==> config.mk <==
export PLATFORM = sky130hd
export DESIGN_NAME = vliw_pipe_stage_flat
export DESIGN_NICKNAME = d
export VERILOG_FILES = /design/src/rtl/vliw_pipe_stage_pkg.sv /design/src/rtl/vliw_pipe_stage_if.sv /design/src/rtl/vliw_pipe_stage_entry.sv /design/src/rtl/vliw_pipe_stage.sv /design/src/flat_wrapper.sv
export SDC_FILE = /design/constraint.sdc
export NUM_CORES = 1
export LEC_CHECK = 0
export CAP_MARGIN = 10
export CORE_MARGIN = 10
export CORE_UTILIZATION = 53
export CTS_CLUSTER_SIZE = 12
export DETAILED_ROUTE_END_ITERATION = 10
export HOLD_SLACK_MARGIN = 0.03
export PLACE_DENSITY = 0.86
export SETUP_SLACK_MARGIN = 0.15
export SYNTH_ARGS = -nofsm -noshare
export SYNTH_HDL_FRONTEND = slang
export SYNTH_SLANG_ARGS = --single-unit
==> constraint.sdc <==
create_clock -name clk -period 8.73 [get_ports clk]
set_clock_uncertainty 0.05 [all_clocks]
set_input_delay 1.3095 -clock clk [delete_from_list [all_inputs] [get_ports clk]]
set_output_delay 1.3095 -clock clk [all_outputs]
set_load 0.03 [all_outputs]
==> src/rtl/vliw_pipe_stage_pkg.sv <==
//------------------------------------------------------------------------------
// Module  : vliw_pipe_pkg
// Brief   : Shared types, default sizes and lane helper for the VLIW pipe stage.
// Revision: 1.0 - initial release
//------------------------------------------------------------------------------
`default_nettype none

package vliw_pipe_pkg;

  localparam int C_LANES  = 2;
  localparam int C_LANE_W = 32;

  typedef enum logic [1:0] {
    ST_EMPTY = 2'd0,
    ST_ONE   = 2'd1,
    ST_TWO   = 2'd2
  } state_e;

  function automatic logic [C_LANE_W-1:0] lane_slice(
    input logic [C_LANES*C_LANE_W-1:0] bus,
    input int                          idx
  );
    return bus[idx*C_LANE_W +: C_LANE_W];
  endfunction

endpackage

`default_nettype wire

==> src/rtl/vliw_pipe_stage_if.sv <==
//------------------------------------------------------------------------------
// Module  : vliw_pipe_stage_if
// Brief   : Valid/ready bundle channel; master drives the bundle, slave returns ready.
// Revision: 1.0 - initial release
//------------------------------------------------------------------------------
`default_nettype none

interface vliw_pipe_stage_if
  import vliw_pipe_pkg::*;
#(
  parameter int LANES  = C_LANES,
  parameter int LANE_W = C_LANE_W
);

  logic                    valid;
  logic                    ready;
  logic [LANES*LANE_W-1:0] data;
  logic [LANES-1:0]        lane_vld;

  modport master (output valid, output data, output lane_vld, input ready);
  modport slave  (input valid, input data, input lane_vld, output ready);

endinterface

`default_nettype wire

==> src/rtl/vliw_pipe_stage_entry.sv <==
//------------------------------------------------------------------------------
// Module  : vliw_pipe_entry
// Brief   : One bundle register with load, per-lane kill and lane-valid clear.
// Revision: 1.0 - initial release
//------------------------------------------------------------------------------
`default_nettype none

module vliw_pipe_entry
  import vliw_pipe_pkg::*;
#(
  parameter int LANES  = C_LANES,
  parameter int LANE_W = C_LANE_W
) (
  input  wire logic                    clk,
  input  wire logic                    reset,
  input  wire logic                    i_load,
  input  wire logic                    i_clear,
  input  wire logic [LANES-1:0]        i_kill,
  input  wire logic [LANES*LANE_W-1:0] i_data,
  input  wire logic [LANES-1:0]        i_lane_vld,
  output logic      [LANES*LANE_W-1:0] o_data,
  output logic      [LANES-1:0]        o_lane_vld
);

  logic [LANES*LANE_W-1:0] r_data;
  logic [LANES-1:0]        r_lane_vld;

  // Payload bits are never cleared except by reset; only the lane valids squash.
  always_ff @(posedge clk or posedge reset) begin
    if (reset) begin
      r_data     <= '0;
      r_lane_vld <= '0;
    end else if (i_load) begin
      r_data     <= i_data;
      r_lane_vld <= i_lane_vld;
    end else if (i_clear) begin
      r_lane_vld <= '0;
    end else begin
      r_lane_vld <= r_lane_vld & ~i_kill;
    end
  end

  assign o_data     = r_data;
  assign o_lane_vld = r_lane_vld;

endmodule

`default_nettype wire

==> src/rtl/vliw_pipe_stage.sv <==
//------------------------------------------------------------------------------
// Module  : vliw_pipe_stage
// Brief   : Elastic VLIW pipeline register with 2-entry skid, flush and lane kill.
//           Optional stall counter built when VLIW_PIPE_STALL_CNT_EN is defined.
// Revision: 1.0 - initial release
//------------------------------------------------------------------------------
`default_nettype none

module vliw_pipe_stage
  import vliw_pipe_pkg::*;
#(
  parameter int LANES      = C_LANES,
  parameter int LANE_W     = C_LANE_W,
  parameter bit DROP_EMPTY = 1'b1
) (
  input  wire logic             clk,
  input  wire logic             reset,
  input  wire logic             flush,
  input  wire logic [LANES-1:0] kill,
  vliw_pipe_stage_if.slave      up,
  vliw_pipe_stage_if.master     dn,
  output logic      [31:0]      stall_cycles
);

  state_e                  r_state;
  state_e                  w_state_nxt;
  logic                    r_in_ready;
  logic [LANES-1:0]        w_lv_in;
  logic                    w_accept;
  logic                    w_store;
  logic                    w_out_valid;
  logic                    w_pop;
  logic                    w_main_load;
  logic                    w_skid_load;
  logic                    w_main_from_skid;
  logic [LANES*LANE_W-1:0] w_main_data;
  logic [LANES-1:0]        w_main_lv;
  logic [LANES*LANE_W-1:0] w_skid_data;
  logic [LANES-1:0]        w_skid_lv;
  logic [LANES*LANE_W-1:0] w_main_data_ld;
  logic [LANES-1:0]        w_main_lv_ld;

  assign w_lv_in     = up.lane_vld & ~kill;
  assign w_accept    = up.valid & r_in_ready;
  // An all-squashed bundle completes its handshake but is never stored.
  assign w_store     = w_accept & ~(DROP_EMPTY & (w_lv_in == '0));
  assign w_out_valid = (r_state != ST_EMPTY);
  assign w_pop       = w_out_valid & dn.ready;

  always_comb begin
    w_state_nxt      = r_state;
    w_main_load      = 1'b0;
    w_skid_load      = 1'b0;
    w_main_from_skid = 1'b0;
    case (r_state)
      ST_EMPTY: begin
        if (w_store) begin
          w_state_nxt = ST_ONE;
          w_main_load = 1'b1;
        end
      end
      ST_ONE: begin
        if (w_store && !w_pop) begin
          w_state_nxt = ST_TWO;
          w_skid_load = 1'b1;
        end else if (w_store && w_pop) begin
          w_main_load = 1'b1;
        end else if (w_pop) begin
          w_state_nxt = ST_EMPTY;
        end
      end
      ST_TWO: begin
        if (w_pop) begin
          w_state_nxt      = ST_ONE;
          w_main_load      = 1'b1;
          w_main_from_skid = 1'b1;
        end
      end
      default: w_state_nxt = ST_EMPTY;
    endcase
    if (flush) begin
      w_state_nxt = ST_EMPTY;
      w_main_load = 1'b0;
      w_skid_load = 1'b0;
    end
  end

  always_ff @(posedge clk or posedge reset) begin
    if (reset) begin
      r_state    <= ST_EMPTY;
      r_in_ready <= 1'b1;
    end else begin
      r_state    <= w_state_nxt;
      r_in_ready <= (w_state_nxt != ST_TWO);
    end
  end

  // The skid entry moving up into main is squashed by this cycle's kill too.
  assign w_main_data_ld = w_main_from_skid ? w_skid_data : up.data;
  assign w_main_lv_ld   = w_main_from_skid ? (w_skid_lv & ~kill) : w_lv_in;

  vliw_pipe_entry #(
    .LANES  (LANES),
    .LANE_W (LANE_W)
  ) u_main (
    .clk        (clk),
    .reset      (reset),
    .i_load     (w_main_load),
    .i_clear    (flush),
    .i_kill     (kill),
    .i_data     (w_main_data_ld),
    .i_lane_vld (w_main_lv_ld),
    .o_data     (w_main_data),
    .o_lane_vld (w_main_lv)
  );

  vliw_pipe_entry #(
    .LANES  (LANES),
    .LANE_W (LANE_W)
  ) u_skid (
    .clk        (clk),
    .reset      (reset),
    .i_load     (w_skid_load),
    .i_clear    (flush),
    .i_kill     (kill),
    .i_data     (up.data),
    .i_lane_vld (w_lv_in),
    .o_data     (w_skid_data),
    .o_lane_vld (w_skid_lv)
  );

  assign up.ready    = r_in_ready;
  assign dn.valid    = w_out_valid;
  assign dn.data     = w_main_data;
  assign dn.lane_vld = w_main_lv;

`ifdef VLIW_PIPE_STALL_CNT_EN
  logic [31:0] r_stall_cnt;

  always_ff @(posedge clk or posedge reset) begin
    if (reset) begin
      r_stall_cnt <= '0;
    end else if (w_out_valid && !dn.ready && (r_stall_cnt != 32'hFFFF_FFFF)) begin
      r_stall_cnt <= r_stall_cnt + 32'd1;
    end
  end

  assign stall_cycles = r_stall_cnt;
`else
  assign stall_cycles = '0;
`endif

endmodule

`default_nettype wire

==> src/flat_wrapper.sv <==
// flat-port wrapper written by rule: the top's interface ports become plain ports
module vliw_pipe_stage_flat import vliw_pipe_pkg::*;
#(
  parameter int LANES      = C_LANES,
  parameter int LANE_W     = C_LANE_W,
  parameter bit DROP_EMPTY = 1'b1
)
  (clk, reset, flush, kill, stall_cycles, up_valid, up_data, up_lane_vld, up_ready, dn_valid, dn_data, dn_lane_vld, dn_ready);
  vliw_pipe_stage_if #(.LANES(LANES), .LANE_W(LANE_W)) up_i ();
  vliw_pipe_stage_if #(.LANES(LANES), .LANE_W(LANE_W)) dn_i ();
  input  wire logic clk;
  input  wire logic reset;
  input  wire logic flush;
  input  wire logic [LANES-1:0] kill;
  output logic      [31:0] stall_cycles;
  input wire logic [$bits(up_i.valid)-1:0] up_valid;
  input wire logic [$bits(up_i.data)-1:0] up_data;
  input wire logic [$bits(up_i.lane_vld)-1:0] up_lane_vld;
  output wire logic [$bits(up_i.ready)-1:0] up_ready;
  output wire logic [$bits(dn_i.valid)-1:0] dn_valid;
  output wire logic [$bits(dn_i.data)-1:0] dn_data;
  output wire logic [$bits(dn_i.lane_vld)-1:0] dn_lane_vld;
  input wire logic [$bits(dn_i.ready)-1:0] dn_ready;
  assign up_i.valid = up_valid;
  assign up_i.data = up_data;
  assign up_i.lane_vld = up_lane_vld;
  assign up_ready = up_i.ready;
  assign dn_valid = dn_i.valid;
  assign dn_data = dn_i.data;
  assign dn_lane_vld = dn_i.lane_vld;
  assign dn_i.ready = dn_ready;
  vliw_pipe_stage #(.LANES(LANES), .LANE_W(LANE_W), .DROP_EMPTY(DROP_EMPTY)) u_core (.clk(clk), .reset(reset), .flush(flush), .kill(kill), .up(up_i), .dn(dn_i), .stall_cycles(stall_cycles));
endmodule
Word level (Yosys, flattened, before mapping)
Cells that the tools add are included.
{"block": "totals", "register_bits": 135, "in_bits": 73, "wordCells": 46}
{"block": "classes", "n_eq_ne": 3, "muxes": 23, "n_bitwise": 8, "reduce_logical": 6}
{"operator": "two-way mux 64 bit", "n": 1}
{"operator": "two-way mux 2 bit", "n": 11}
{"operator": "two-way mux 1 bit", "n": 9}
{"operator": "AND 2 bit", "n": 3}
{"operator": "case mux 2 bit (3 select lines)", "n": 1}
{"operator": "zero test 2 bit", "n": 2}
{"operator": "AND 1 bit", "n": 3}
{"operator": "case mux 1 bit (3 select lines)", "n": 1}
{"operator": "== test 2 x 1 -> 1 bit (second input constant)", "n": 1}
{"operator": "== test 2 bit (second input constant)", "n": 1}
{"operator": "logical AND 1 bit", "n": 2}
{"operator": "!= test 2 bit (second input constant)", "n": 1}
{"operator": "NOT 2 bit", "n": 1}
{"operator": "nonzero test 2 bit", "n": 1}
{"operator": "zero test 1 bit", "n": 1}
{"operator": "NOT 1 bit", "n": 1}

Depth between registers and ports, before layout
Gate-level depths: netlist of run 1.
{"block": "depth", "word_depth": 11, "depth_mapped": 7, "depth_no_buf": 4}

By module
From an unflattened synthesis of run 1, not the netlist that was laid out.
{"block": "hier_totals", "hier_cells": 419, "area_unflattened_um2": 6411.1}
{"module": "vliw_pipe_entry", "instances": 2, "cells_per_inst": 143, "area_each_um2": 2568.7, "seq_area_each_um2": 1651.6}
{"module": "vliw_pipe_stage", "instances": 1, "cells_per_inst": 133, "area_each_um2": 1273.7, "seq_area_each_um2": 76.3}

Worst setup path after synthesis of run 1
OpenSTA, ideal clock, no wires.
{"block": "synth_path", "path_type": "input to register", "start": "in kill[0]", "end": "reg u_core.u_skid.r_data[0], in the netlist u_core.u_skid.o_data[0]", "setup_time_ps": 125, "t_arrival_ps": 2694, "required_time_ps": 8555, "setup_slack_ps": 5860, "path_stages": 6, "path_buffers": 2, "path_cell_list": "nand2b_1 > a2111oi_4 > and2b_4 > buf_12 > buf_12 > mux2_4"}
{"block": "synth_between", "elab_chain_cells": 9}
{"item": "from (decl)", "line_no": "flat_wrapper.sv:14", "rtl": "input wire logic [LANES-1:0] kill;"}
{"item": "NOT 2 bit", "line_no": "vliw_pipe_stage.sv:43", "rtl": "assign w_lv_in = up.lane_vld & ~kill;"}
{"item": "AND 2 bit", "line_no": "vliw_pipe_stage.sv:43"}
{"item": "zero test 2 bit", "line_no": "vliw_pipe_stage.sv:46", "rtl": "assign w_store = w_accept & ~(DROP_EMPTY & (w_lv_in == '0));"}
{"item": "NOT 1 bit", "line_no": "vliw_pipe_stage.sv:46"}
{"item": "AND 1 bit", "line_no": "vliw_pipe_stage.sv:46"}
{"item": "logical AND 1 bit", "line_no": "vliw_pipe_stage.sv:63", "rtl": "if (w_store && !w_pop) begin"}
{"item": "two-way mux 1 bit", "line_no": "vliw_pipe_stage.sv:63"}
{"item": "two-way mux 1 bit", "line_no": "vliw_pipe_stage.sv:55", "rtl": "case (r_state)"}
{"item": "two-way mux 1 bit", "line_no": "vliw_pipe_stage.sv:81", "rtl": "if (flush) begin"}
{"item": "to (signal assigned)", "line_no": "vliw_pipe_stage_entry.sv:34", "rtl": "r_data <= i_data;"}
{"item": "to (decl)", "line_no": "vliw_pipe_stage_entry.sv:25", "rtl": "logic [LANES*LANE_W-1:0] r_data;"}
Every way passes these cells.
A chain may end at the register's enable or synchronous reset.

Worst setup path after layout of run 1
{"block": "layout_path", "start": "in dn_ready", "end": "reg u_core.u_main.r_data[28], in the netlist u_core.u_main.o_data[28]"}
{"block": "layout_between", "elab_chain_cells": 6}
{"item": "from (decl)", "line_no": "flat_wrapper.sv:23", "rtl": "input wire logic [$bits(dn_i.ready)-1:0] dn_ready;"}
{"item": "AND 1 bit *", "line_no": "vliw_pipe_stage.sv:48", "rtl": "assign w_pop = w_out_valid & dn.ready;"}
{"item": "logical AND 1 bit / zero test 1 bit (equally long branches)", "line_no": "vliw_pipe_stage.sv:66, vliw_pipe_stage.sv:63"}
{"item": "two-way mux 1 bit / logical AND 1 bit (equally long branches)", "line_no": "vliw_pipe_stage.sv:66, vliw_pipe_stage.sv:63"}
{"item": "two-way mux 1 bit", "line_no": "vliw_pipe_stage.sv:63"}
{"item": "case mux 1 bit (3 select lines)", "line_no": "vliw_pipe_stage.sv:55"}
{"item": "two-way mux 1 bit", "line_no": "vliw_pipe_stage.sv:81"}
{"item": "to (signal assigned)", "line_no": "vliw_pipe_stage_entry.sv:34"}
{"item": "to (decl)", "line_no": "vliw_pipe_stage_entry.sv:25"}
Mark *: on every way between the ends. The rest lies on a longest branch, timed or not.

==> results of run 1 <==
[worst min-delay path by stage]
stage | to | slack [ps] | cells past startpoint
2_1_floorplan | u_core.u_skid.o_data[59] | 420 | 1
3_3_place_gp | u_core.u_main.o_data[62] | 420 | 1
3_5_place_dp | u_core.u_main.o_data[51] | 420 | 1
4_1_cts | u_core.u_main.o_data[51] | 440 | 1
5_1_grt | u_core.u_main.o_data[58] | 450 | 1
6_report | u_core.u_main.o_data[51] | 430 | 1
[cell families (layout without fill, tap and decap cells)]
logic type | after synthesis | count (layout)
other | 1 | 32
AND/OR/NAND/NOR | 19 | 19
buffers and inverters | 56 | 175
flip-flops | 135 | 135
multiplexers | 197 | 197
AO/OA/AOI/OAI | 10 | 10
[report_power, final]
part | total [uW] | switching [uW] | internal, uW
combinational | 597 | 300 | 297
clock | 638 | 245 | 393
sequential | 848 | 81.9 | 767
[registers in the layout, indices dropped and copies added (netlist names)]
register	count
u_core.u_skid.o_lane_vld	2
u_core.up.ready	1
u_core.u_main.o_data	64
u_core.u_skid.o_data	64
u_core.r_state	2
u_core.u_main.o_lane_vld	2
[cell type report]
cell class	instances	area, um^2
Tap cell	168	210
Clock inverter	5	50.0
Sequential cell	135	3380
Clock buffer	25	465
Multi-Input combinational cell	258	2790
Fill cell	838	3730
Timing Repair Buffer	143	1420
Inverter	2	10.0
[cells in the final DEF (no fill, tap or decap), types with 2 or more instances in the layout]
master	synthesis	final
clkdlybuf4s50_1	0	140
dfrtp_1	134	134
mux2_2	75	75
mux2_4	60	60
mux2_1	57	57
conb_1	1	32
clkbuf_16	0	17
clkbuf_1	0	7
or2_2	5	5
mux2i_1	5	5
a21oi_1	4	4
clkinv_2	0	4
nor3_1	3	3
buf_4	33	3
nor2b_1	2	2
a211oi_1	2	2
nor2_1	2	2
[critical path, cell delays in order]
cell and delay (ps):
clkdlybuf4s50_1 630, and2_2 200, buf_4 720, o21ba_4 950
mux2_2 420
[routing by layer]
metal	global-route usage, %	vias to the layer above
met4	6.30	0
li1	-	1692
met2	28.6	100
met5	0	-
met1	19.2	1911
met3	5.18	16
[metrics by stage]
stage               instance area, um^2  hold WS (ps)  cells
floorplan                          6680           425    449
global placement                   7820           419    706
detailed placement                 7820           424    706
CTS                                8330           436    736
global route                       8330           450    736
finish                             8330           433    736
==> results by group, run 1 <==
Global routing
  • Largest net degree at the start of global routing: approximately 70
  • Overflow after GRT: 0
  • Vias in the first global route: roughly 4300
  • Initial antenna violation count: 0
  • First-pass GRT wire length: 23100 um
  • Total GRT Usage: between 10% and 20%

Synth
  • Largest family of logic cells by synthesized area: multiplexers
  • Post-synth top area share: between 50% and 60%
  • Most common cell in the netlist: dfrtp_1
  • Adder-Cell Fraction of Synth Area: 0%
  • Yosys warnings: 0
  • Dominant cell type by area after synthesis: dfrtp_1
  • Avg Synthesized Cell Area: between 15 and 20 um^2
  • Yosys cell types: 29
  • Compound-Gate Fraction of Synth Area: around 1.4%
  • Mapped cell area: between 6000 and 7000 um^2
  • Flop and latch count out of synthesis: between 100 and 150
  • Seq/Total Area, Yosys: between 50% and 60%
  • Synthesized instance count: approximately 420
  • Synth area leaders: dfrtp_1 51%, mux2_4 14%, mux2_2 13%, mux2_1 9.8%, buf_4 3.8%
  • Top post-synthesis cells by count: 134 x dfrtp_1, 75 x mux2_2, 60 x mux2_4
  • Post-synthesis mux area share: a little under two fifths
  • XOR/XNOR share of the synthesized area: 0%
  • Post-synth EDFFs: 0
  • Synth Area in Simple Gates: around 2.0%
  • FFs w/ async S/R, synth: 100%
  • Main synth FF type: dfrtp_1

Setup path
  • CP Launch Type: input pin
  • Critical Path End Type: flop
  • R2r endpoint: u_core.u_main.o_data[28]
  • Critical Path AT: between 4000 and 5000 ps
  • Setup CP Type: in -> reg
  • Crit path to: u_core.u_main.o_data[28]
  • Worst Reg-to-Reg Cells: 5
  • CP required: ~9000 ps
  • CP Launch Point: dn_ready
  • FF-to-FF Start: u_core.r_state[0]
  • Critical path peak fanout: 70
  • Internal reg-to-reg setup slack: around 5700 ps

Timing
  • Setup TNS: 0 ps
  • Final period util: a little under half
  • Final Hold Fails: 0
  • Worst-margin pin slew: about 1100 ps
  • Max Slew Vio Count: 0
  • Final setup violation count: 0
  • Final min period: just over 4000 ps
  • F_max: roughly 250 MHz
  • RSZ-0062 raised after global routing: false
  • Final setup margin: roughly 4700 ps
  • Worst slew margin: 26.5%

Drt
  • DRT iter0 DRCs: about 180
  • DR vias: approximately 3700
  • Via-to-Cell Ratio: approximately 5
  • Detailed Routing Iterations Pass 1: 5
  • Met2 routed WL: 7540 um
  • Met3 wire length: approximately 650 um
  • Highest metal used: met4
  • Met1 WL: 6030 um
  • Remaining antenna violation count after routing: 0
  • Routed length per instance: 19.6 um
  • Routed Wire Length: about 14000 um
  • Remaining DRCs: 0

Clocking
  • CTS max path bufs: 2
  • CTS tree: done
  • Clock Latency Late Sink: between 400 and 500 ps
  • Clock-pin slew on the worst setup and hold paths: approximately 50 ps
  • Clock buffer count from CTS: 17
  • Post-CTS sizing: 0
  • Clk root buf: clkbuf_16
  • Cts hold-fix bufs: 0
  • H-tree level count: 4
  • Postcts setup bufs: 0
  • Clk sinks: between 100 and 150

Die
  • Initial Util: a little over half
  • Die area: between 15000 and 20000 um^2
  • Die width: around 130 um
  • # rows: 40
  • Core area: about 12000 um^2
  • IO Count: around 170
  • Die Ht: roughly 130 um

Finish
  • # diodes: 0
  • Synth-to-Final Area Change: 26.9%
  • Final #Nets: between 600 and 700
  • Util after Layout: 69.1%
  • Share of cells above drive strength 1: approximately 31%

Pwr
  • Leak Pwr: around 0.0036 uW
  • PD cells: around 250 nW/um^2
  • Total power: between 2000 and 2500 uW
  • Peak supply drop: roughly 0.16 mV

Job
  • Max-cap violations: 0

Status
  • Outcome: completed

Placement
  • GPL Wtd Cong: about 0.8
  • Post-DP HPWL: approximately 9900 um
  • Buffers added on ports: between 100 and 150
  • Setup slack at placement: ~4300 ps

Min path
  • Worst Hold Class: reg -> reg
  • HP Start: u_core.u_main.o_data[51]
(Power assumes the default switching activity.)
==> run 2: changes to the inputs <==
--- a/config.mk
+++ b/config.mk
@@ -7,11 +7,11 @@
 export LEC_CHECK = 0
 export CAP_MARGIN = 10
 export CORE_MARGIN = 10
-export CORE_UTILIZATION = 53
+export CORE_UTILIZATION = 49
 export CTS_CLUSTER_SIZE = 12
 export DETAILED_ROUTE_END_ITERATION = 10
 export HOLD_SLACK_MARGIN = 0.03
-export PLACE_DENSITY = 0.86
+export PLACE_DENSITY = 0.81
 export SETUP_SLACK_MARGIN = 0.15
 export SYNTH_ARGS = -nofsm -noshare
 export SYNTH_HDL_FRONTEND = slang
==> constraint.sdc (replaced) <==
create_clock -name clk -period 3.75 [get_ports clk]
set_clock_uncertainty 0.05 [all_clocks]
set_input_delay 0.5625 -clock clk [delete_from_list [all_inputs] [get_ports clk]]
set_output_delay 0.5625 -clock clk [all_outputs]
set_load 0.03 [all_outputs]
==> results by group, run 2 (synthesis results as in run 1) <==
Placement
  • Buffers added on ports: 140 (unchanged)
  • Setup slack at placement: 823 ps (-3440 ps)
  • GPL Wtd Cong: 0.838 (+4.8%)
  • Post-DP HPWL: 9890 um (+0.37%)
  • Post-Place Cells: 716 (+1.4%)

Clocking
  • H-tree level count: 4 (unchanged)
  • Cts hold-fix bufs: 0 (unchanged)
  • Clock buffer count from CTS: 17 (unchanged)
  • CTS max path bufs: 2 (unchanged)
  • Clk sinks: 135 (unchanged)
  • Clock-pin slew on the worst setup and hold paths: 60 ps (about the same)
  • CTS tree: done
  • Postcts setup bufs: 0 (unchanged)
  • Clock Latency Late Sink: 410 ps (about the same)
  • Post-CTS sizing: 0 (unchanged)
  • Clk root buf: clkbuf_16

Setup path
  • Critical path peak fanout: 64 (-8.6%)
  • Slowest CP cell: clkdlybuf4s50_1
  • R2r endpoint: u_core.u_skid.o_data[60]
  • Critical Path AT: 2760 ps (-1510 ps)
  • FF-to-FF Start: u_core.up.ready
  • CP required: 4000 ps (-4980 ps)
  • Setup CP Type: in -> reg
  • CP Launch Type: input pin
  • Slowest cell delay on critical path: 530 ps (-420 ps)
  • Worst Reg-to-Reg Cells: 5 (unchanged)
  • Critical Path End Type: flop
  • WP depth: 6 (+1)
  • CP bufs+invs: 2 (unchanged)
  • Family with the most delay on the worst path: buffers and inverters
  • Internal reg-to-reg setup slack: 1410 ps (-4240 ps)
  • Critical path, cell by cell: clkdlybuf4s50_1 > nand2b_1 > a2111oi_4 > and2b_4 > buf_12 > mux2_2

Finish
  • Commonest non-fill, non-tap cell in the layout: clkdlybuf4s50_1
  • Synth-to-Final Area Change: 29.4%
  • Filler Cells Inserted: 985 (+18%)
  • Final #Nets: 632 (+0.32%)
  • Share of cells above drive strength 1: 32.2% (+1.4 points)
  • Finished Layout Cells: 748 (+1.6%)
  • Util after Layout: 64.4% (-4.7 points)
  • Highest-count cells in the layout ignoring fill and taps: 140 x clkdlybuf4s50_1, 134 x dfrtp_1, 75 x mux2_2, 60 x mux2_4, 57 x mux2_1
  • # diodes: 0 (unchanged)

Global routing
  • Overflow after GRT: 0 (unchanged)
  • Vias in the first global route: 4244 (-0.79%)
  • Largest net degree at the start of global routing: 65 (-9.7%)
  • First-pass GRT wire length: 23300 um (+0.69%)
  • Total GRT Usage: 16.0% (-0.67 points)
  • Initial antenna violation count: 0 (unchanged)

Timing
  • F_max: approximately 400 MHz
  • Final period util: 66.9%
  • Final min period: 2510 ps
  • Setup TNS: 0 ps (unchanged)
  • Final Hold Fails: 0 (unchanged)
  • Final setup violation count: 0 (unchanged)
  • Worst-margin pin slew: 852 ps (-251 ps)
  • Max Slew Vio Count: 0 (unchanged)
  • Final setup margin: 1240 ps (-3460 ps)
  • Hold Slack: 435 ps (+2.04 ps)
  • RSZ-0062 raised after global routing: false
  • Worst slew margin: 43.1% (+17 points)

Die
  • Core area: 13200 um^2 (+9.4%)
  • Initial Util: 49.8% (-4.7 points)
  • Die Ht: 136 um (+3.4%)
  • IO Count: 173 (unchanged)
  • # rows: 42 (+5.0%)
  • Die width: 136 um (+3.4%)
  • Die area: 18400 um^2 (+6.9%)

Drt
  • Routed length per instance: 19.2 um (-2.0%)
  • Detailed Routing Iterations Pass 1: 4 (-1)
  • DRT iter0 DRCs: 112 (-39%)
  • Remaining DRCs: 0 (unchanged)
  • DR vias: 3697 (-0.59%)
  • Via-to-Cell Ratio: 4.94 (-2.2%)
  • Routed Wire Length: 14400 um (-0.42%)
  • Remaining antenna violation count after routing: 0 (unchanged)

Pwr
  • Leak Pwr: 0.00367 uW (+1.7%)
  • Peak supply drop: 0.291 mV (+86%)
  • PD cells: 589 nW/um^2 (+140%)

Job
  • Max-cap violations: 0 (unchanged)

Min path
  • Hold Crit Depth: 1 (unchanged)
  • HP Start: u_core.u_main.o_data[37]
  • Worst Hold Class: reg -> reg
  • Hold EP: u_core.u_main.o_data[37]

Status
  • Outcome: completed
run 2: final cells by class:
cell class / count / area (um^2) / share of cell area [%]
tap: 176 / 220 / 2.59
multi-input combinational: 258 / 2790 / 32.9
timing repair buffer: 145 / 1500 / 17.7
clock buffer: 23 / 488 / 5.75
clock inverter: 9 / 97.6 / 1.15
sequential: 135 / 3380 / 39.8
inverter: 2 / 11.3 / 0.133
run 2: report_power, final:
part	total (uW)	switching [uW]	internal, uW
sequential	1970	185	1780
clock	1640	599	1040
combinational	1390	693	697
run 2: worst max-delay path by stage:
stage | start | to | slack, ps
floorplan | reset | u_core.r_state[0] | 1460
global placement | dn_ready | u_core.u_main.o_data[54] | 880
detailed placement | dn_ready | u_core.u_main.o_data[54] | 820
CTS | dn_ready | u_core.u_main.o_data[53] | 1250
global route | dn_ready | u_core.u_main.o_data[53] | 1160
finish | up_lane_vld[0] | u_core.u_skid.o_data[60] | 1240
run 2: routing by layer:
metal  vias to the layer above  share of wire (%)  GRT usage, %
li1                       1698                  -             -
met1                      1886                 39          18.3
met2                        94                 53          27.4
met3                        19                6.0          4.86
met4                         0                1.6          6.40
met5                         -                  0             0
run 2: stage by stage:
stage / instance area, um^2 / total power, uW
floorplan: 6680 / 2810
global placement: 7910 / 3350
detailed placement: 7910 / 3390
CTS: 8490 / 5060
global route: 8490 / 5220
finish: 8490 / 5000
==> run 3: changes to the inputs <==
==> constraint.sdc (replaced) <==
create_clock -name clk -period 2.36 [get_ports clk]
set_clock_uncertainty 0.05 [all_clocks]
set_input_delay 0.354 -clock clk [delete_from_list [all_inputs] [get_ports clk]]
set_output_delay 0.354 -clock clk [all_outputs]
set_load 0.03 [all_outputs]
==> results by group, run 3 (synthesis results as in run 1) <==
Placement
  • GPL Wtd Cong: 0.789 (-5.9%)
  • Setup slack at placement: -37.3 ps (-860 ps)
  • Post-DP HPWL: 10200 um (+2.8%)
  • Buffers added on ports: 140 (unchanged)

Die
  • # rows: 42 (unchanged)
  • Core area: 13200 um^2 (unchanged)
  • Die width: 136 um (unchanged)
  • IO Count: 173 (unchanged)
  • Die Ht: 136 um (unchanged)
  • Die area: 18400 um^2 (unchanged)
  • Initial Util: 49.8% (unchanged)

Clocking
  • Cts hold-fix bufs: 0 (unchanged)
  • Clk sinks: 135 (unchanged)
  • CTS max path bufs: 2 (unchanged)
  • Clock-pin slew on the worst setup and hold paths: 60 ps (about the same)
  • H-tree level count: 4 (unchanged)
  • CTS tree: done
  • Clock Latency Late Sink: 410 ps (about the same)
  • Clock buffer count from CTS: 17 (unchanged)
  • Clk root buf: clkbuf_16
  • Postcts setup bufs: 0 (unchanged)
  • Post-CTS sizing: 0 (unchanged)

Finish
  • Commonest non-fill, non-tap cell in the layout: clkdlybuf4s50_1
  • Share of cells above drive strength 1: 33.6% (+1.4 points)
  • Synth-to-Final Area Change: 32.7%
  • # diodes: 0 (unchanged)
  • Filler Cells Inserted: 941 (-4.5%)
  • Highest-count cells in the layout ignoring fill and taps: 140 x clkdlybuf4s50_1, 134 x dfrtp_1, 75 x mux2_2, 60 x mux2_4, 57 x mux2_1
  • Final #Nets: 646 (+2.2%)

Status
  • Outcome: completed

Setup path
  • Setup CP Type: reg -> out
  • Critical path peak fanout: 5 (-92%)
  • CP required: 1960 ps (-2040 ps)
  • Critical Path AT: 1740 ps (-1020 ps)
  • CP Launch Type: flop
  • Critical Path End Type: output pin

Pwr
  • Peak supply drop: 0.416 mV (+43%)
  • Leak Pwr: 0.00378 uW (+3.1%)
  • PD cells: 948 nW/um^2 (+61%)

Drt
  • Remaining DRCs: 0 (unchanged)
  • Routed length per instance: 19.0 um (-0.87%)
  • DRT iter0 DRCs: 170 (+52%)
  • Via-to-Cell Ratio: 4.97 (+0.53%)
  • Remaining antenna violation count after routing: 0 (unchanged)
  • Routed Wire Length: 14500 um (+0.98%)
  • Detailed Routing Iterations Pass 1: 4 (unchanged)
  • DR vias: 3786 (+2.4%)

Timing
  • Final setup margin: 215 ps (-1030 ps)
  • Final min period: about 2100 ps
  • Final period util: about nine tenths
  • Final Hold Fails: 0 (unchanged)
  • RSZ-0062 raised after global routing: false
  • Max Slew Vio Count: 0 (unchanged)
  • Hold Slack: 336 ps (-98.9 ps)
  • Final setup violation count: 0 (unchanged)
  • F_max: ~470 MHz

Global routing
  • Vias in the first global route: 4293 (+1.2%)
  • Initial antenna violation count: 0 (unchanged)
  • First-pass GRT wire length: 23400 um (+0.44%)
  • Overflow after GRT: 0 (unchanged)
  • Largest net degree at the start of global routing: 90 (+38%)
  • Total GRT Usage: 16.2% (+0.15 points)

Job
  • Max-cap violations: 0 (unchanged)

Min path
  • Worst Hold Class: in -> async
## run 3: cell count changes in the layout (fill, tap and decap cells not counted)
cell	previous run	this run
buf_4	0	10
buf_12	5	9
bufinv_16	2	5
clkinv_2	6	4
clkbuf_1	2	3
clkbuf_8	4	3
clkinvlp_4	2	1
## run 3: where the power goes
part	switching (uW)	leakage (uW)	internal, uW
combinational	1110	0.00176	1120
sequential	288	0.00170	2830
clock	955	0.000321	1950
total	2350	0.00378	5910
## run 3: layer usage
layer  vias to the layer above  routed length (um)  GRT usage (%)
li1                       1727                   -              -
met1                      1957                5760           18.5
met2                        88                7710           27.9
met3                        14                 837           4.82
met4                         0                 195           6.10
met5                         -                   0              0
## run 3: stage by stage
step	instances	cell area, um^2	util (%)	power, uW	TNS, ps
finish	762	8710	66.0	8260	0
global route	762	8710	66.0	8590	0
global placement	730	8060	61.1	5340	-12.7
floorplan	449	6680	-	4460	0
detailed placement	730	8060	61.1	5400	-1570
CTS	762	8710	66.0	8360	0
## run 3: worst max-delay path, stage by stage, from the launching register on
cell and delay [ps]:
dfrtp_1 410, or2_2 300, clkdlybuf4s50_1 610
## run 3: area by class of cell
class / count / area [um^2] / share of cell area (%)
Clock inverter: 9 / 170 / 1.95
Inverter: 2 / 11.3 / 0.129
Timing Repair Buffer: 159 / 1660 / 19.0
Tap cell: 176 / 220 / 2.53
Clock buffer: 23 / 478 / 5.49
Multi-Input combinational cell: 258 / 2790 / 32.1
Sequential cell: 135 / 3380 / 38.8
## run 3: worst paths after layout
kind / startpoint / to / slack, ps / cells after the start
min in group clk: u_core.u_main.o_data[55] / u_core.u_main.o_data[55] / 430 / 1
worst max-delay path: u_core.r_state[1] / dn_valid / 210 / 2
worst min register to register: u_core.u_main.o_data[55] / u_core.u_main.o_data[55] / 430 / 1
worst min-delay path: reset / u_core.u_main.o_data[9] / 340 / 3
max in group asynchronous: reset / u_core.u_main.o_data[55] / 1460 / 3
worst max register to register: u_core.up.ready / u_core.u_skid.o_data[33] / 330 / 5
==> RTL change 1 (flow settings as in run 3) <==
The option `VLIW_PIPE_STALL_CNT_EN` is turned on by a define.
--- a/src/rtl/vliw_pipe_stage.sv
+++ b/src/rtl/vliw_pipe_stage.sv
@@ -5,6 +5,8 @@
 // Revision: 1.0 - initial release
 //------------------------------------------------------------------------------
 `default_nettype none
+
+`define VLIW_PIPE_STALL_CNT_EN
 
 module vliw_pipe_stage
   import vliw_pipe_pkg::*;
Behaviour: not the same (Yosys sat finds a counterexample within 4 cycles, from zero or initial values and one cycle with reset high).
==> RTL change 1 against run 3 <==
Combinational power decreased by 13%; sequential cell count is 32 higher; critical path depth shrank 1; area after synthesis up 11%; sequential share of layout area rose by 3.2 points; worst setup slack improved by 0.10 ns; core utilization is 2.4 points higher; wire length up 25%; non-clock buffer count is 41 higher; first-iteration DRC count is 84% higher; power rose by 1.6%; cell area is 14% higher.
==> RTL change 1: results (changes against run 3) <==
setup_path:
  endpoint: "stall_cycles[5]"
  regToRegEndpoint: "u_core.u_skid.o_data[48]"
  cp_max_fo: 6  # +1
  arrival_ns: 1.64  # -0.10 ns
  regToRegSetupSlack_ns: 0.38  # +0.05 ns
  ff2ff_path_depth: 6  # +1
route:
  via_per_inst: 5.375  # +8.2%
  routedWlPerCell_um: 18.56  # -2.5%
  wl_met3_um: 1262  # +51%
  first_iter_violations: 313  # +84%
  drt_pass1_iterations: 5  # +1
  wl_met1_um: 8037  # +40%
power_and_ir_drop:
  power.leakage_nw: 4.899  # +30%
  p_seq_share_pct: 43.5  # +5.7 points
  swShare_pct: 29.56  # +1.1 points
  ir_drop_v: 0.0005200  # +25%
  p_comb_share_pct: 23.2  # -3.8 points
logic_synthesis:
  yosysSeqAreaShare_pct: 57.50  # +6.0 points
  synth.distinct_cells: 40  # +38%
  synth_area_leaders: "dfrtp_1, mux2i_1, mux2_1"
placed_design:
  port_buffers: 172  # +23%
  dp_hpwl_um: 13240  # +30%
  gp_congestion: 0.8377  # +6.2%
timing:
  fin_hold_ws_ns: 0.3208  # -0.01530 ns
grt:
  met1_usage_pct: 23.42  # +4.9 points
  grt_util_met3_pct: 5.107  # +0.28 points
  grt_pass1_wl_um: 29460  # +26%
  met2_usage_pct: 28.45  # +0.56 points
  grtUsageTotal_pct: 18.06  # +1.9 points
  grt_pass1_vias: 5574  # +30%
  antenna_found_initial: 1  # +1
  grt_max_degree: 51  # -43%
die:
  die_w_um: 141.8  # +4.5%
final_layout:
  n_fill_cell: 1045  # +11%
  drive_gt1_share_pct: 9.735  # -24 points
outcome:
  status: "completed"
## RTL change 1: timing repair
action / 4_1_cts / 5_1_grt
hold buffers: 0 / 0
resized for setup: 1 / 0
endpoints found under the setup margin: 1 / 0
## RTL change 1: worst register-to-register path: cells and delay by family (launching register included)
kind | cells | cell delay (ns)
AOI/OAI and AO/OA | 1 | 0.17
buffers and inverters | 1 | 0.24
DFF | 1 | 0.54
muxes | 1 | 0.38
and+or+nand+nor | 3 | 0.47
## RTL change 1: cell type report
class,instances,area [um2],area share [%]
Antenna cell,1,2.502,0.02515
Clock buffer,20,446.7,4.489
Clock inverter,11,147.6,1.484
Inverter,3,15.01,0.1509
Multi-Input combinational cell,390,2872,28.86
Sequential cell,167,4180,42.01
Tap cell,184,230.2,2.314
Timing Repair Buffer,200,2056,20.66
## RTL change 1: stage by stage
step | worst slack [ns] | cell area [um2] | power, mW | std cells | setup TNS [ns]
3_5_place_dp | -0.06268 | 9354 | 5.664 | 944 | -1.586
2_1_floorplan | -0.1699 | 7273 | 4.684 | 591 | -28.21
5_1_grt | 0.2479 | 9950 | 8.770 | 976 | 0
6_report | 0.3173 | 9950 | 8.395 | 976 | 0
4_1_cts | 0.2926 | 9947 | 8.482 | 975 | 0
3_3_place_gp | -0.01770 | 9354 | 5.569 | 944 | -0.1634
## RTL change 1: kinds of logic (layout without fill, tap and decap cells)
group	after synthesis	count (layout)	share of synthesized area [%]
xor+xnor	26	26	3.133
other cells	0	1	0
fa+ha+maj	1	1	0.1721
buf+inv	34	234	3.219
simple gates	144	144	9.759
mux	137	137	20.03
compound gates	82	82	6.179
flops	167	167	57.50
==> RTL change 2 (settings of run 3) <==
Made on the original files. The 3 states of `state_e` get a one-hot encoding in 3 bits.
--- a/src/rtl/vliw_pipe_stage_pkg.sv
+++ b/src/rtl/vliw_pipe_stage_pkg.sv
@@ -10,10 +10,10 @@
   localparam int C_LANES  = 2;
   localparam int C_LANE_W = 32;
 
-  typedef enum logic [1:0] {
-    ST_EMPTY = 2'd0,
-    ST_ONE   = 2'd1,
-    ST_TWO   = 2'd2
+  typedef enum logic [2:0] {
+    ST_EMPTY = 3'b001,
+    ST_ONE   = 3'b010,
+    ST_TWO   = 3'b100
   } state_e;
 
   function automatic logic [C_LANE_W-1:0] lane_slice(
Formal check against the unedited RTL: same outputs for any inputs over 10 cycles, from zero or initial values and one cycle with reset high; not proved beyond that.
==> RTL change 2 against run 3 <==
Cell area is 7.1% lower; final cell count is 7.6% higher; synthesized cell count up 19%; wire length decreased by 0.88%; power fell by 19%; worst setup slack better by 0.075 ns; area after synthesis is 7.6% lower; sequential power fell by 12%; sequential share of layout area increased by 3.3 points; sequential cell count grew 1.
==> RTL change 2: results (changes against run 3) <==
outcome:
  status: "completed"
grt:
  grt_max_degree: 67  # -26%
  grtUsageTotal_pct: 16.74  # +0.55 points
  grt_pass1_vias: 4618  # +7.6%
  antenna_found_initial: 0  # unchanged
  grt_pass1_wl_um: 23810  # +1.7%
route:
  wl_met1_um: 5783  # +0.42%
  via_count: 4188  # +11%
  routedWlPerCell_um: 17.53  # -7.9%
  first_iter_violations: 284  # +67%
  top_layer: "met4"
  drt_pass1_iterations: 6  # +2
  via_per_inst: 5.107  # +2.8%
  wl_met3_um: 1543  # +84%
  wl_met2_um: 6885  # -11%
final_layout:
  final_nets: 714  # +11%
  drive_gt1_share_pct: 16.41  # -17 points
placed_design:
  dp_hpwl_um: 10220  # +0.50%
  dp.cells: 790  # +8.2%
  dpl_cell_area_mm2: 0.007576  # -6.0%
  gp_congestion: 0.9021  # +14%
logic_synthesis:
  synthMuxAreaShare_pct: 23.47  # -14 points
  synthAdderAreaFrac_pct: 0  # unchanged
  yosysSeqAreaShare_pct: 56.14  # +4.6 points
  synth.distinct_cells: 31  # +6.9%
  synth_area_leaders: "dfrtp_1, mux2_2, mux2i_1"
  synthCells: 498  # +19%
  synth_xor_area_share_pct: 0.1444  # +0.14 points
  synth_top_area_share_pct: 55.27  # +4.2 points
  synth_common_cells: "dfrtp_1, mux2i_1, a21oi_1, nor2_1, mux2_2"
  synthArstFlopShare_pct: 100.0  # unchanged
  synth_ff_type: "dfrtp_1"
  yosysWarnings: 0  # unchanged
  synth_compound_area_share_pct: 6.599  # +5.2 points
timing:
  fin_hold_ws_ns: 0.2599  # -0.07618 ns
  worst-slew-pin-transition_ns: 0.6567
clock_tree:
  postCtsSetupRepairBufs: 0  # unchanged
  cts_inserted_buffers: 17  # unchanged
  clk_latency_ns: 0.41  # about the same
  htreeDepth: 4  # unchanged
setup_path:
  regToRegSetupSlack_ns: 0.29  # -0.04 ns
  arrival_ns: 2.31  # +0.57 ns
  cp_max_fo: 33  # +28
power_and_ir_drop:
  ir_drop_v: 0.0005466  # +31%
  power.leakage_nw: 4.065  # +7.5%
==> RTL change 2: changes by cell type in the layout (fill, tap and decap cells not counted), sizes merged, moves of 5 or more <==
| cell | delta |
|---|---|
| or2 | -5 |
| buf | -5 |
| mux2i | +63 |
| nor3 | +5 |
| mux2 | -126 |
| a21oi | +62 |
| nor2 | +64 |
| bufinv | -5 |
==> RTL change 2: area by class of cell <==
| class | instances | area (um2) |
|---|---|---|
| Sequential cell | 136 | 3406 |
| Fill cell | 902 | 3971 |
| Inverter | 5 | 22.52 |
| Clock buffer | 26 | 489.2 |
| Clock inverter | 4 | 20.02 |
| Timing Repair Buffer | 154 | 1593 |
| Tap cell | 168 | 210.2 |
| Multi-Input combinational cell | 327 | 2350 |
==> RTL change 2: final timing paths <==
| kind | cells past startpoint | to | startpoint |
|---|---|---|---|
| max | 5 | u_core.u_skid.o_data[31] | u_core.up.ready |
| min | 2 | u_core.u_main.o_data[62] | reset |
| max reg2reg | 5 | u_core.u_skid.o_data[31] | u_core.up.ready |
| min reg2reg | 1 | u_core.u_skid.o_data[50] | u_core.u_skid.o_data[50] |
| max in group asynchronous | 3 | u_core.r_state[0] | reset |
| min in group clk | 1 | u_core.u_skid.o_data[50] | u_core.u_skid.o_data[50] |
==> RTL change 2: stage by stage <==
stage / power (mW) / setup slack [ns]
floorplan: 3.676 / 0.2645
global placement: 4.387 / -0.02027
detailed placement: 4.434 / -0.08618
CTS: 6.758 / 0.2585
global route: 6.998 / 0.1999
finish: 6.688 / 0.2898
==> RTL change 2: what timing repair did <==
action,CTS,global route
resized for setup,1,1
hold buffers,0,0
endpoints found under the hold margin,0,0
cloned,0,0
setup endpoints to repair,1,2
==> RTL change 2: cells by family after synthesis <==
family,count (synthesis)
XOR/XNOR,1
other,1
multiplexers,134
buffers and inverters,66
AO/OA/AOI/OAI,75
AND/OR/NAND/NOR,85
flip-flops,136
==> RTL change 2: routing by layer <==
layer,global-route usage [%],vias up
li1,-,1948
met1,18.45,2066
met2,27.04,160
met3,9.604,14
met4,4.697,0
met5,0,-
==> RTL change 2: power by group <==
part           leakage (nW)  internal [mW]  switching, mW
sequential             1.70           2.59          0.159
clock                 0.254           1.41          0.892
combinational          2.11          0.677          0.969
total                  4.07           4.67           2.02
==> RTL change 2: critical path, stage by stage, from the launching register on <==
cell and delay (ns):
dfstp_2 0.54, and3b_1 0.24, o2111ai_2 0.19, nor3_4 0.29, buf_12 0.26, mux2_2 0.36
